**config.mk**
```make
export PLATFORM = sky130hd
export DESIGN_NAME = flash_sample_player_flat
export DESIGN_NICKNAME = d
export VERILOG_FILES = /design/src/rtl/flash_player_pkg.sv /design/src/rtl/flash_sample_player_if.sv /design/src/rtl/wrap_addr_counter.sv /design/src/rtl/flash_sample_player.sv /design/src/flat_wrapper.sv
export SDC_FILE = /design/constraint.sdc
export NUM_CORES = 1
export LEC_CHECK = 0
export CELL_PAD_IN_SITES_DETAIL_PLACEMENT = 1
export CELL_PAD_IN_SITES_GLOBAL_PLACEMENT = 1
export CORE_UTILIZATION = 53
export DETAILED_ROUTE_END_ITERATION = 10
export DONT_BUFFER_PORTS = 1
export GPL_TIMING_DRIVEN = 0
export PLACE_DENSITY_LB_ADDON = 0.3
export SYNTH_ARGS = -nofsm -noshare
export SYNTH_HDL_FRONTEND = slang
export SYNTH_HIERARCHICAL = 1
export SYNTH_SLANG_ARGS = --single-unit
```
**constraint.sdc**
```tcl
create_clock -name clk -period 5.9 [get_ports clk]
set_clock_uncertainty 0.1 [all_clocks]
set_input_delay 1.18 -clock clk [delete_from_list [all_inputs] [get_ports clk]]
set_output_delay 1.18 -clock clk [all_outputs]
set_load 0.005 [all_outputs]
```
**src/rtl/flash_player_pkg.sv**
```systemverilog
// Shared types and constants for the flash sample player: FSM states, default
// sample region bounds and the byte lanes that carry the two samples of a word.
package flash_player_pkg;

  typedef enum logic [2:0] {
    StIdle,
    StReadReq,
    StReadWait,
    StEmitA,
    StWaitTick,
    StEmitB,
    StNextAddr
  } player_state_e;

  localparam int unsigned DefaultAddrW     = 23;
  localparam logic [22:0] DefaultStartAddr = 23'h000000;
  localparam logic [22:0] DefaultEndAddr   = 23'h07FFFF;

  // Each 32-bit word carries two 8-bit samples in lanes [15:8] and [31:24].
  localparam int unsigned LaneLoLsb = 8;
  localparam int unsigned LaneHiLsb = 24;

  function automatic logic [7:0] sample_lane(input logic [31:0] word, input logic upper);
    return upper ? word[LaneHiLsb +: 8] : word[LaneLoLsb +: 8];
  endfunction

endpackage

```
**src/rtl/flash_sample_player_if.sv**
```systemverilog
// Avalon-MM read channel between the sample player (master) and the flash
// controller (slave).
interface flash_sample_player_if
  import flash_player_pkg::*;
#(
  parameter int unsigned ADDR_W = DefaultAddrW
);
  logic              flash_mem_read;
  logic [ADDR_W-1:0] flash_mem_address;
  logic [3:0]        flash_mem_byteenable;
  logic              flash_mem_waitrequest;
  logic [31:0]       flash_mem_readdata;
  logic              flash_mem_readdatavalid;

  modport master (
    output flash_mem_read,
    output flash_mem_address,
    output flash_mem_byteenable,
    input  flash_mem_waitrequest,
    input  flash_mem_readdata,
    input  flash_mem_readdatavalid
  );

  modport slave (
    input  flash_mem_read,
    input  flash_mem_address,
    input  flash_mem_byteenable,
    output flash_mem_waitrequest,
    output flash_mem_readdata,
    output flash_mem_readdatavalid
  );
endinterface

```
**src/rtl/wrap_addr_counter.sv**
```systemverilog
// Up/down word-address counter confined to the inclusive range
// [StartAddr, EndAddr], wrapping at either end; load returns it to StartAddr.
module wrap_addr_counter #(
  parameter int unsigned      AddrW     = 23,
  parameter logic [AddrW-1:0] StartAddr = '0,
  parameter logic [AddrW-1:0] EndAddr   = '1
) (
  input  logic             clk,
  input  logic             reset_n,
  input  logic             load_i,
  input  logic             en_i,
  input  logic             dir_i,
  output logic [AddrW-1:0] addr_o
);

  logic [AddrW-1:0] addr_q, addr_d;

  // Load has priority over stepping; dir_i = 1 counts toward lower addresses.
  always_comb begin
    addr_d = addr_q;
    if (load_i) begin
      addr_d = StartAddr;
    end else if (en_i) begin
      if (dir_i) begin
        addr_d = (addr_q == StartAddr) ? EndAddr : addr_q - AddrW'(1);
      end else begin
        addr_d = (addr_q == EndAddr) ? StartAddr : addr_q + AddrW'(1);
      end
    end
  end

  always_ff @(posedge clk or negedge reset_n) begin
    if (!reset_n) begin
      addr_q <= StartAddr;
    end else begin
      addr_q <= addr_d;
    end
  end

  assign addr_o = addr_q;

endmodule

```
**src/rtl/flash_sample_player.sv**
```systemverilog
// Walks the flash sample region word by word, reading each word over Avalon-MM
// and emitting its two 8-bit samples on successive sample ticks.
module flash_sample_player
  import flash_player_pkg::*;
#(
  parameter int unsigned       ADDR_W     = DefaultAddrW,
  parameter logic [ADDR_W-1:0] START_ADDR = DefaultStartAddr,
  parameter logic [ADDR_W-1:0] END_ADDR   = DefaultEndAddr
) (
  input  logic                         clk,
  input  logic                         reset_n,
  input  logic                         sample_tick,
  input  logic                         pause,
  input  logic                         reverse,
  input  logic                         restart,
  flash_sample_player_if.master        flash_mem,
  output logic [7:0]                   audio_data,
  output logic                         sample_valid
);

  player_state_e     state_q, state_d;
  logic [31:0]       word_q, word_d;
  logic              dir_q, dir_d;
  logic              pending_q, pending_d;
  logic [7:0]        audio_q, audio_d;
  logic              cnt_load, cnt_en;
  logic [ADDR_W-1:0] addr;

  wrap_addr_counter #(
    .AddrW     (ADDR_W),
    .StartAddr (START_ADDR),
    .EndAddr   (END_ADDR)
  ) u_addr_cnt (
    .clk     (clk),
    .reset_n (reset_n),
    .load_i  (cnt_load),
    .en_i    (cnt_en),
    .dir_i   (dir_q),
    .addr_o  (addr)
  );

  always_comb begin
    state_d      = state_q;
    word_d       = word_q;
    dir_d        = dir_q;
    pending_d    = pending_q;
    audio_d      = audio_q;
    cnt_load     = 1'b0;
    cnt_en       = 1'b0;
    sample_valid = 1'b0;

    unique case (state_q)
      StIdle: begin
        if (restart) begin
          cnt_load = 1'b1;
        end else if (sample_tick && !pause) begin
          state_d = StReadReq;
        end
      end
      // A read in flight is never abandoned; restart is remembered until the data returns.
      StReadReq: begin
        if (restart) pending_d = 1'b1;
        if (!flash_mem.flash_mem_waitrequest) state_d = StReadWait;
      end
      StReadWait: begin
        if (restart) pending_d = 1'b1;
        if (flash_mem.flash_mem_readdatavalid) begin
          if (pending_q || restart) begin
            cnt_load  = 1'b1;
            pending_d = 1'b0;
            state_d   = StIdle;
          end else begin
            word_d  = flash_mem.flash_mem_readdata;
            state_d = StEmitA;
          end
        end
      end
      StEmitA: begin
        if (restart) begin
          cnt_load = 1'b1;
          state_d  = StIdle;
        end else begin
          dir_d        = reverse;
          audio_d      = sample_lane(word_q, reverse);
          sample_valid = 1'b1;
          state_d      = StWaitTick;
        end
      end
      StWaitTick: begin
        if (restart) begin
          cnt_load = 1'b1;
          state_d  = StIdle;
        end else if (sample_tick && !pause) begin
          state_d = StEmitB;
        end
      end
      // Second half follows the direction latched at EMIT_A, not the live input.
      StEmitB: begin
        if (restart) begin
          cnt_load = 1'b1;
          state_d  = StIdle;
        end else begin
          audio_d      = sample_lane(word_q, !dir_q);
          sample_valid = 1'b1;
          state_d      = StNextAddr;
        end
      end
      StNextAddr: begin
        if (restart) begin
          cnt_load = 1'b1;
        end else begin
          cnt_en = 1'b1;
        end
        state_d = StIdle;
      end
      default: state_d = StIdle;
    endcase
  end

  always_ff @(posedge clk or negedge reset_n) begin
    if (!reset_n) begin
      state_q   <= StIdle;
      word_q    <= '0;
      dir_q     <= 1'b0;
      pending_q <= 1'b0;
      audio_q   <= 8'h00;
    end else begin
      state_q   <= state_d;
      word_q    <= word_d;
      dir_q     <= dir_d;
      pending_q <= pending_d;
      audio_q   <= audio_d;
    end
  end

  assign flash_mem.flash_mem_read       = (state_q == StReadReq);
  assign flash_mem.flash_mem_address    = addr;
  assign flash_mem.flash_mem_byteenable = 4'hF;
  assign audio_data                     = audio_d;

endmodule

```
**src/flat_wrapper.sv**
```systemverilog
// flat-port wrapper written by rule: the top's interface ports become plain ports
module flash_sample_player_flat import flash_player_pkg::*;
#(
  parameter int unsigned       ADDR_W     = DefaultAddrW,
  parameter logic [ADDR_W-1:0] START_ADDR = DefaultStartAddr,
  parameter logic [ADDR_W-1:0] END_ADDR   = DefaultEndAddr
)
  (clk, reset_n, sample_tick, pause, reverse, restart, audio_data, sample_valid, flash_mem_flash_mem_read, flash_mem_flash_mem_address, flash_mem_flash_mem_byteenable, flash_mem_flash_mem_waitrequest, flash_mem_flash_mem_readdata, flash_mem_flash_mem_readdatavalid);
  flash_sample_player_if #(.ADDR_W(ADDR_W)) flash_mem_i ();
  input  logic clk;
  input  logic reset_n;
  input  logic sample_tick;
  input  logic pause;
  input  logic reverse;
  input  logic restart;
  output logic [7:0] audio_data;
  output logic sample_valid;
  output wire logic [$bits(flash_mem_i.flash_mem_read)-1:0] flash_mem_flash_mem_read;
  output wire logic [$bits(flash_mem_i.flash_mem_address)-1:0] flash_mem_flash_mem_address;
  output wire logic [$bits(flash_mem_i.flash_mem_byteenable)-1:0] flash_mem_flash_mem_byteenable;
  input wire logic [$bits(flash_mem_i.flash_mem_waitrequest)-1:0] flash_mem_flash_mem_waitrequest;
  input wire logic [$bits(flash_mem_i.flash_mem_readdata)-1:0] flash_mem_flash_mem_readdata;
  input wire logic [$bits(flash_mem_i.flash_mem_readdatavalid)-1:0] flash_mem_flash_mem_readdatavalid;
  assign flash_mem_flash_mem_read = flash_mem_i.flash_mem_read;
  assign flash_mem_flash_mem_address = flash_mem_i.flash_mem_address;
  assign flash_mem_flash_mem_byteenable = flash_mem_i.flash_mem_byteenable;
  assign flash_mem_i.flash_mem_waitrequest = flash_mem_flash_mem_waitrequest;
  assign flash_mem_i.flash_mem_readdata = flash_mem_flash_mem_readdata;
  assign flash_mem_i.flash_mem_readdatavalid = flash_mem_flash_mem_readdatavalid;
  flash_sample_player #(.ADDR_W(ADDR_W), .START_ADDR(START_ADDR), .END_ADDR(END_ADDR)) u_core (.clk(clk), .reset_n(reset_n), .sample_tick(sample_tick), .pause(pause), .reverse(reverse), .restart(restart), .flash_mem(flash_mem_i), .audio_data(audio_data), .sample_valid(sample_valid));
endmodule
```
==> results.md, run 1 <==
* #FFs+latches synth at 52
* H-tree depth at 2
* Hold EP: u_core/audio_q[7]
* Rel. slew slack at 0.446
* EDFF count, synth at 0
* Insertion delay to the later sink of the worst-skew pair at roughly 0.32 ns
* GR Util All Layers at 0.298
* Synth Flop Type: dfrtp_1
* Tmin final at between 3 and 4 ns
* Core footprint at roughly 7000 µm²
* Residual DRC at 0
* Syn Inst Count at ~400
* Pwr Density at approximately 290 nW/µm²
* Final Cell Area at slightly above 4000 µm²
* Async set or reset register ratio after synthesis at 1.00
* Crit Path Class: in2out
* Area of placed instances at ~4000 µm²
* DR vias/cell at around 6.4
* Met3 GRT Util at 0.0550
* Ys Warns at 6
* Avg WL per Cell at around 21 µm
* Post-route clock period utilization at 0.597
* Critical Path RT at approximately 4.6 ns
* P_leak at 1.92 nW
* Post-CTS setup buffers at 0
* Global-route wire length before repair at roughly 17,000 µm
* Worst hold path type: reg2reg
* Max VDD drop at 0.209 mV
* Slew Viols, Final at 0
* Syn Area/Cell at approximately 9.6 µm²
* Adder-cell share of the synthesized area at 0.00971
* Root buf cell: clkbuf_8
* Post-Synth XOR/XNOR Area at 0.0227
* N_diodes at 0
* Number of nets with antenna violations after routing at 0
* Register area share after synthesis at 0.337
* Die H at slightly below 90 µm
* Post-cts hold buffer count at 0
* Vias in the first global route at roughly 3,500
* Die X-Extent at a little under 90 µm
* Port bufs at 0
* Largest net degree at the start of global routing at 53
* Post-synthesis mux area share at 0.124
* Share of cells above drive strength 1 at 0.213
* Via count at between 3,000 and 4,000
* Setup TNS at 0 ns
* Simple-gate share of the synthesized area at 0.216
* Initial Utilization at 0.560
* Reg-to-reg startpoint: u_core/state_q[2]
* CP Capture Type: output port
* Worst Setup Start Kind: primary input
* Grt met1 use at 0.358
* GRT overflow at 0
* Clock sinks at between 50 and 60
* Routed wire length at 10,700 µm
* Main combinational cell family by area after synthesis: compound AO/OA/AOI/OAI gates
* GR peak layer: met2
* Hold path cells at 1
* Drt pass-1 iters at 4
* Fmax achieved at ~0.28 GHz
* Crit-path max FO at 10
* Number of buffers on the longest clock path at 2
* Worst Hold Launch: u_core/audio_q[7]
* Worst R2R Setup Slack at 2.81 ns
* RSZ-0062 raised after global routing: no
* Clk pin slew, worst setup/hold paths at about 0.1 ns
* CP Data Arrival Time at 2.24 ns
* 1st-iter DRT viols at about 200
* # rows at 30
* Setup violators final at 0
* Number of max-cap violations at 0
* RePlAce Congestion at a little under 0.9
* Worst Tran Pin Value at between 0.8 and 0.9 ns
* Cell area after synthesis at a little under 4000 µm²
* Distinct cell type count after synthesis at 77
* HPWL after DPL at 7700 µm
* Nets at approximately 460
* CTS Buf Count at 5
* Area Overhead vs Synth at 5.73%
* Status: finished clean
* R2R depth at 11
* Top Ports at 77
* Post_cts resized at 0
* Routing usage on met2 at 0.520
* Reg-to-Reg End: u_core/u_addr_cnt/addr_o[14]
* Most common cell after layout, fill and taps aside: dfrtp_1
* Antenna violations before repair at 0
* Worst setup path startpoint: restart
* CTS tree: done
* Die area at 7640 µm²
* Synth Area in Compound Gates at 0.216
* Endpoints failing hold at 0
* Commonest non-fill, non-tap cells in the layout: dfrtp_1 (52), nor2_1 (26), nand2_1 (19), nand3_1 (19), a21oi_1 (17)
-- critical path, cell delays in order --
cell	delay [ns]
buf_2	0.16
nand2b_4	0.18
a21oi_4	0.30
mux2_2	0.42
-- cells in the mapped netlist, types with 4 or more instances --
master	count	share of area
a211o_1	4	0.0091
inv_1	14	0.014
mux2_2	15	0.044
and3_1	7	0.011
dfrtp_1	52	0.34
xor2_1	4	0.0091
xnor2_1	6	0.014
nand4_1	7	0.011
buf_2	8	0.010
mux2i_1	16	0.041
nand2_1	19	0.018
a31oi_1	8	0.013
nor3_1	6	0.0078
clkbuf_1	10	0.0097
mux2_4	10	0.039
o21ai_0	15	0.019
o21ai_1	6	0.0078
nand3_1	19	0.025
buf_4	9	0.017
buf_6	7	0.020
nor2_1	26	0.025
nand3b_1	4	0.0078
o31ai_1	6	0.012
nand2b_1	4	0.0065
a21o_1	9	0.017
o22ai_1	11	0.018
or2_2	4	0.0065
a21oi_1	17	0.022
-- layer usage --
| layer | up-vias | part of all wire |
|---|---|---|
| met5 | - | 0 |
| met4 | 0 | 0.024 |
| met3 | 20 | 0.047 |
| met2 | 103 | 0.52 |
| met1 | 1625 | 0.41 |
| li1 | 1517 | - |
-- cell families (layout without fill, tap and decap cells) --
group,count (synthesis),in the layout
muxes,41,41
AOI/OAI and AO/OA,116,116
xor gates and xnor gates,10,10
adders and majority gates,3,3
buffers and inverters,50,58
and+or+nand+nor,129,129
DFF,52,52
other,1,4
-- cell type report --
type / instances / area [µm²]
fillers: 828 / 2820
multi-input cells: 303 / 2290
flip-flops and latches: 52 / 1300
plain buffers: 36 / 234
well taps: 96 / 120
clock buffers: 6 / 72.6
inverters: 14 / 52.6
clock inverters: 2 / 17.5
-- through the flow --
step	setup slack (ns)	total power (W)	hold WS, ns	instances	util
after floorplan	2.53	0.000841	0.386	405	-
after global placement	2.37	0.000925	0.397	501	0.579
after detailed placement	2.25	0.000959	0.401	501	0.579
after CTS	2.37	0.00118	0.428	509	0.592
after global routing	2.33	0.00124	0.427	509	0.592
final	2.38	0.00118	0.425	509	0.592
-- state kept, by name, indices dropped and copies added, names as in the netlist --
signal and count:
u_core/dir_q 1, u_core/audio_q 8, u_core/word_q 16, u_core/pending_q 1
u_core/state_q 3, u_core/u_addr_cnt/addr_o 23
-- power breakdown --
part / internal, W / total [W] / switching [W]
Sequential: 0.000428 / 0.000497 / 0.0000685
Combinational: 0.000209 / 0.000460 / 0.000251
Clock: 0.0000874 / 0.000219 / 0.000132
-- worst max path at each step --
stage | endpoint | slack (ns) | cells after the start
after floorplan | audio_data[0] | 2.53 | 4
after global placement | u_core/u_addr_cnt/addr_o[14] | 2.37 | 11
after detailed placement | u_core/u_addr_cnt/addr_o[14] | 2.25 | 11
after CTS | audio_data[1] | 2.37 | 4
after global routing | audio_data[1] | 2.33 | 4
final | audio_data[1] | 2.38 | 4
No activity file was read; power rests on OpenSTA's default activity.
==> run 2: changes to the inputs <==
ABC_AREA = 1   (was default)
CORE_UTILIZATION = 45   (was 53)
clock period = 3.3 ns   (was 5.9 ns; I/O delays follow)
==> results.md, run 2 <==
* Synth Flop Type: dfrtp_1 (unchanged)
* Insertion delay to the later sink of the worst-skew pair at 0.32 ns (about the same)
* Register area share after synthesis at 0.306 (was 0.337)
* Synth area leaders: dfrtp_1 (31%), nand2_1 (18%), nor2_1 (6.6%), nand3_1 (6.2%), inv_1 (4.8%) (was dfrtp_1 (34%), mux2_2 (4.4%), mux2i_1 (4.1%), mux2_4 (3.9%), nor2_1 (2.5%))
* CP Data Arrival Time at 1.76 ns (was 2.24 ns)
* Drt pass-1 iters at 5 (was 4)
* Combinational share of power at 0.611 (was 0.391)
* Number of buffers on the longest clock path at 2 (unchanged)
* Leading area contributor after synthesis: dfrtp_1 (unchanged)
* Number of nets with antenna violations after routing at 0 (unchanged)
* Most common cell after layout, fill and taps aside: nand2_1 (was dfrtp_1)
* P_leak at 2.25 nW (was 1.92 nW)
* Ys Warns at 6 (unchanged)
* Core footprint at 9200 µm² (was 6910 µm²)
* Clock sinks at 52 (unchanged)
* Area of placed instances at 4410 µm² (was 4000 µm²)
* Area Overhead vs Synth at 6.40% (was 5.73%)
* Residual DRC at 0 (unchanged)
* Fmax achieved at 0.398 GHz
* Worst Tran Pin Value at 0.609 ns (was 0.810 ns)
* DR vias/cell at 5.45 (was 6.41)
* Critical path, cell by cell: buf_2 -> clkbuf_1 -> o21ai_0 -> nand2_1 -> nand2_1 -> nor2_1 -> nor2_2 (was buf_2 -> nand2b_4 -> a21oi_4 -> mux2_2)
* Post-route clock period utilization at 0.762
* Number of max-cap violations at 0 (unchanged)
* RSZ-0062 raised after global routing: no (unchanged)
* Nets at 698 (was 455)
* Part of the power in the clock network at 0.103 (was 0.187)
* Avg WL per Cell at 16.2 µm (was 21.1 µm)
* Tmin final at between 2 and 3 ns
* CTS Buf Count at 5 (unchanged)
* Slew Viols, Final at 0 (unchanged)
* Setup violators final at 0 (unchanged)
* Initial Utilization at 0.463 (was 0.560)
* HPWL after DPL at 9660 µm (was 7700 µm)
* Endpoints failing hold at 0 (unchanged)
* # rows at 35 (was 30)
* Worst path most repeated cell: nand2_1
* Critical Path Max Stage Delay at 0.36 ns (was 0.42 ns)
* Syn Area/Cell at 6.61 µm² (was 9.62 µm²)
* Distinct cell type count after synthesis at 35 (was 77)
* Rel. slew slack at 0.594 (was 0.446)
* Die H at 99.3 µm (was 87.4 µm)
* Number of flip-flops in the largest register at 23 (unchanged)
* Largest net degree at the start of global routing at 53 (unchanged)
* Die X-Extent at 99.3 µm (was 87.4 µm)
* CTS tree: done (unchanged)
* Critical Path RT at 2.54 ns (was 4.62 ns)
* Crit-path max FO at 10 (unchanged)
* Max VDD drop at 0.353 mV (was 0.209 mV)
* 1st-iter DRT viols at 129 (was 195)
* GR Util All Layers at 0.267 (was 0.298)
* Clk pin slew, worst setup/hold paths at 0.12 ns (was 0.10 ns)
* Root buf cell: clkbuf_8 (unchanged)
* Status: finished clean (unchanged)
* Commonest non-fill, non-tap cells in the layout: nand2_1 (207), nor2_1 (75), inv_1 (54) (was dfrtp_1 (52), nor2_1 (26), nand2_1 (19), nand3_1 (19), a21oi_1 (17))
* Vias in the first global route at 4,340 (was 3,498)
* Crit-path slowest cell: clkbuf_1 (was mux2_2)
* Worst hold path type: in2async (was reg2reg)
* N_diodes at 0 (unchanged)
* R2R depth at 13 (was 11)
* H-tree depth at 2 (unchanged)
* Port bufs at 0 (unchanged)
* Top cell type's share of synthesized area at 0.306 (was 0.337)
* Flop pwr share at 0.287 (was 0.422)
* Share of cells above drive strength 1 at 0.157 (was 0.213)
* Internal power at 0.00186 W (was 0.000724 W)
* Post-synth top cells: nand2_1 (207), nor2_1 (75), inv_1 (54) (was dfrtp_1 (52), nor2_1 (26), nand2_1 (19), nand3_1 (19), a21oi_1 (17))
* Async set or reset register ratio after synthesis at 1.00 (unchanged)
* EDFF count, synth at 0 (unchanged)
* Global-route wire length before repair at 20,800 µm (was 17,500 µm)
* GRT overflow at 0 (unchanged)
* Die area at 9860 µm² (was 7640 µm²)
* Pwr Density at 877 nW/µm² (was 288 nW/µm²)
* Final Cell Area at 4530 µm² (was 4090 µm²)
* Cell area after synthesis at 4260 µm² (was 3870 µm²)
* Syn Inst Count at 644 (was 402)
* Post-cts hold buffer count at 1 (was 0)
* Setup TNS at 0 ns (unchanged)
* Top Ports at 77 (unchanged)
* Crit Path Class: reg2out (was in2out)
* Post_cts resized at 0 (unchanged)
* Routed wire length at 12,400 µm (was 10,700 µm)
* Antenna violations before repair at 0 (unchanged)
* Via count at 4,183 (was 3,265)
* Fillers at 1,259 (was 828)
* Post-CTS setup buffers at 0 (unchanged)
* Worst Setup Start Kind: register (was primary input)
* Switching share of power at 0.532 (was 0.384)
* RePlAce Congestion at 0.892 (was 0.888)
* #FFs+latches synth at 52 (unchanged)
* Dominant cell by count in the synthesized netlist: nand2_1 (was dfrtp_1)
* CP Capture Type: output port (unchanged)
* Switching power at 0.00211 W (was 0.000451 W)
## run 2: changes by cell type after synthesis, sizes merged, moves of 25 or more
cell   delta
inv      +46
mux2     -25
nand3    +43
nand2   +197
o21ai    +28
nor2     +85
## run 2: cell families (layout without fill, tap and decap cells)
family	after synthesis	in the layout	share of synthesized area
and+or+nand+nor	412	412	0.459
buffers and inverters	94	103	0.111
AOI/OAI and AO/OA	65	65	0.0802
DFF	52	52	0.306
xor gates and xnor gates	17	17	0.0350
adders and majority gates	3	3	0.00881
other	1	4	0.000880
## run 2: layout make-up
| type | instances | area (µm²) | area share |
|---|---|---|---|
| sequential | 52 | 1300 | 0.287 |
| clock inverter | 3 | 26.3 | 0.00580 |
| buffer | 33 | 230 | 0.0508 |
| tap | 111 | 139 | 0.0306 |
| inverter | 61 | 241 | 0.0533 |
| multi-input combinational | 501 | 2500 | 0.551 |
| clock buffer | 5 | 68.8 | 0.0152 |
| timing repair buffer | 1 | 27.5 | 0.00607 |
## run 2: final timing paths
path,slack (ns),startpoint,endpoint
worst min register to register,0.43,u_core/pending_q,u_core/pending_q
max in group asynchronous,2.77,reset_n,u_core/audio_q[1]
worst max-delay path,0.78,u_core/dir_q,audio_data[0]
worst max register to register,0.84,u_core/state_q[1],u_core/u_addr_cnt/addr_o[19]
worst min-delay path,0.06,reset_n,u_core/u_addr_cnt/addr_o[12]
min in group clk,0.36,flash_mem_flash_mem_readdata[8],u_core/word_q[8]
## run 2: critical path, delay by kind of cell, from the launching register on
family          cells  cell delay (ns)
buf+inv             2             0.56
compound gates      1             0.18
simple gates        4             0.35
flops               1             0.35
## run 2: power by group through the flow
stage                     registers [W]  clock network (W)  logic, W
after detailed placement        0.00116                  0   0.00241
after global routing            0.00118           0.000448   0.00272
final                           0.00114           0.000408   0.00243
after global placement          0.00114                  0   0.00230
after floorplan                 0.00109                  0   0.00187
after CTS                       0.00114           0.000427   0.00243
## run 2: metal layers
| metal | GRT usage | vias up | wire, µm | share of wire |
|---|---|---|---|---|
| met5 | 0 | - | 0 | 0 |
| met4 | 0.0882 | 0 | 310 | 0.025 |
| met3 | 0.0387 | 23 | 351 | 0.028 |
| met2 | 0.507 | 76 | 6480 | 0.52 |
| met1 | 0.306 | 2045 | 5300 | 0.43 |
| li1 | - | 2039 | - | - |
## run 2: stage by stage
| step | total power [W] | hold WS, ns | util | setup slack (ns) | cells |
|---|---|---|---|---|---|
| final | 0.00397 | 0.0599 | 0.493 | 0.785 | 767 |
| after global placement | 0.00343 | 0.266 | 0.479 | 0.888 | 758 |
| after floorplan | 0.00296 | 0.264 | - | 1.22 | 647 |
| after detailed placement | 0.00356 | 0.266 | 0.479 | 0.833 | 758 |
| after CTS | 0.00400 | 0.0848 | 0.493 | 0.770 | 767 |
| after global routing | 0.00435 | 0.0700 | 0.493 | 0.547 | 767 |
==> run 3: changes to the inputs <==
CORE_UTILIZATION = 41   (was 45)
clock period = 2.2 ns   (was 3.3 ns; I/O delays follow)
==> results.md, run 3 (same netlist as run 2, synthesis figures left out) <==
* Number of flip-flops in the largest register at 23 (unchanged)
* HPWL after DPL at 9780 µm (was 9660 µm)
* Core footprint at 9910 µm² (was 9200 µm²)
* Critical Path Max Stage Delay at 0.37 ns (was 0.36 ns)
* Residual DRC at 0 (unchanged)
* Crit Path Class: reg2out (unchanged)
* Tmin final at ~2.2 ns
* Setup WS post-layout at 0.0273 ns (was 0.785 ns)
* Area Overhead vs Synth at 11.7% (was 6.40%)
* Hold path cells at 2
* Port bufs at 0 (unchanged)
* Worst Tran Pin Value at 0.549 ns (was 0.609 ns)
* CP Capture Type: output port (unchanged)
* Pwr Density at 1320 nW/µm² (was 877 nW/µm²)
* Worst hold slack at 0.144 ns (was 0.0599 ns)
* 1st-iter DRT viols at 114 (was 129)
* Status: finished clean (unchanged)
* Crit-path slowest cell: dfrtp_1 (was clkbuf_1)
* Rel. slew slack at 0.634 (was 0.594)
* Final Cell Area at 4760 µm² (was 4530 µm²)
* CP delay by family, top: buffers and inverters (unchanged)
* H-tree depth at 2 (unchanged)
* Number of buffers on the longest clock path at 2 (unchanged)
* GR Util All Layers at 0.255 (was 0.267)
* Worst hold path type: in2reg (was in2async)
* Die area at 10,800 µm² (was 9860 µm²)
* Setup WS pre-CTS at -0.184 ns (was 0.833 ns)
* Global-route wire length before repair at 22,000 µm (was 20,800 µm)
* Insertion delay to the later sink of the worst-skew pair at 0.32 ns (about the same)
* Nets at 706 (was 698)
* Post-route clock period utilization at 0.988
* P_leak at 2.31 nW (was 2.25 nW)
* Clk pin slew, worst setup/hold paths at 0.11 ns (was 0.12 ns)
* GRT overflow at 0 (unchanged)
* RePlAce Congestion at 0.898 (was 0.892)
* Clock sinks at 52 (unchanged)
* Instance count on the critical path at 7 (unchanged)
* Root buf cell: clkbuf_8 (unchanged)
* Via count at 4,265 (was 4,183)
* Crit-path max FO at 8 (was 10)
* Pwr Total at 0.00626 W (was 0.00397 W)
* Die X-Extent at 104 µm (was 99.3 µm)
* Worst Setup Start Kind: register (unchanged)
* Worst path most repeated cell: nor2_4 (was nand2_1)
* Avg WL per Cell at 16.3 µm (was 16.2 µm)
* Critical path, cell by cell: buf_6 -> clkinvlp_4 -> o21ai_4 -> nand3_4 -> clkinv_8 -> nor2_4 -> nor2_4 (was buf_2 -> clkbuf_1 -> o21ai_0 -> nand2_1 -> nand2_1 -> nor2_1 -> nor2_2)
* Area of placed instances at 4440 µm² (was 4410 µm²)
* Largest net degree at the start of global routing at 53 (unchanged)
* Worst R2R Setup Slack at 0.09 ns (was 0.84 ns)
* Commonest non-fill, non-tap cells in the layout: nand2_1 (204), nor2_1 (70), inv_1 (53), nand3_1 (53), dfrtp_1 (49) (was nand2_1 (207), nor2_1 (75), inv_1 (54))
* Top Ports at 77 (unchanged)
* Vias in the first global route at 4,496 (was 4,340)
* Most common cell after layout, fill and taps aside: nand2_1 (unchanged)
* Drt pass-1 iters at 4 (was 5)
* DR vias/cell at 5.35 (was 5.45)
* N_diodes at 0 (unchanged)
* CP Data Arrival Time at 1.63 ns (was 1.76 ns)
* Endpoints failing hold at 0 (unchanged)
* Routed wire length at 13,000 µm (was 12,400 µm)
* Slew Viols, Final at 0 (unchanged)
* Setup TNS at 0 ns (unchanged)
* Max VDD drop at 0.495 mV (was 0.353 mV)
* Worst path bufs/invs at 3 (was 2)
* Critical Path RT at 1.66 ns (was 2.54 ns)
* Fmax achieved at 0.460 GHz
* RSZ-0062 raised after global routing: yes (was no)
* CTS tree: done (unchanged)
* Initial Utilization at 0.430 (was 0.463)
* CTS Buf Count at 5 (unchanged)
* Number of max-cap violations at 0 (unchanged)
* Share of cells above drive strength 1 at 0.190 (was 0.157)
* Number of nets with antenna violations after routing at 0 (unchanged)
* Antenna violations before repair at 0 (unchanged)
* R2R depth at 8 (was 13)
* Setup violators final at 0 (unchanged)
* Die H at 104 µm (was 99.3 µm)
* # rows at 36 (was 35)
[run 3: changes by cell type in the layout (fill, tap and decap cells not counted), moves of 2 or more]
cell      previous run  this run
nand2_1            207       204
nor2_4               6        16
buf_4               13        19
clkbuf_1             4         1
nand2_4              4         6
dfrtp_1             52        49
dfrtp_2              0         3
nor2_2              29        25
nor2_1              75        70
[run 3: final cells by class]
cell class                      count  area, µm²
Sequential cell                    52       1310
Timing Repair Buffer                8       95.1
Multi-Input combinational cell    503       2600
Clock buffer                        6       82.6
Buffer                             32        240
Clock inverter                      2       17.5
Inverter                           61        253
Tap cell                          133        166
Fill cell                        1306       5150
[run 3: per-layer routing]
metal / wire length (µm) / track usage / vias up
li1: - / - / 2064
met1: 5420 / 0.292 / 2090
met2: 6810 / 0.474 / 92
met3: 477 / 0.0320 / 19
met4: 321 / 0.106 / 0
met5: 0 / 0 / -
[run 3: what timing repair did]
action	4_1_cts	5_1_grt
pin swaps	3	6
buffers inserted	6	0
gates cloned	2	0
hold endpoints to repair	52	0
hold buffers	2	0
endpoints found under the setup margin	29	31
resized for setup	15	21
[run 3: path summary, 6_finish.rpt]
| path | startpoint | end |
|---|---|---|
| max | u_core/state_q[0] | audio_data[3] |
| min | flash_mem_flash_mem_readdata[14] | u_core/word_q[14] |
| max reg2reg | u_core/state_q[1] | u_core/u_addr_cnt/addr_o[9] |
| min reg2reg | u_core/word_q[25] | u_core/word_q[25] |
| max in group asynchronous | reset_n | u_core/u_addr_cnt/addr_o[1] |
| min in group asynchronous | reset_n | u_core/u_addr_cnt/addr_o[14] |
[run 3: power by group]
group	internal, W	switching [W]	total [W]	leakage [nW]
combinational	0.00135	0.00257	0.00391	1.61
sequential	0.00137	0.000355	0.00172	0.642
clock	0.000265	0.000360	0.000624	0.0522
total	0.00298	0.00328	0.00626	2.31
[run 3: through the flow]
| step | cells | utilization |
|---|---|---|
| 2_1_floorplan | 647 | - |
| 3_3_place_gp | 780 | 0.448 |
| 3_5_place_dp | 780 | 0.448 |
| 4_1_cts | 797 | 0.473 |
| 5_1_grt | 797 | 0.480 |
| 6_report | 797 | 0.480 |
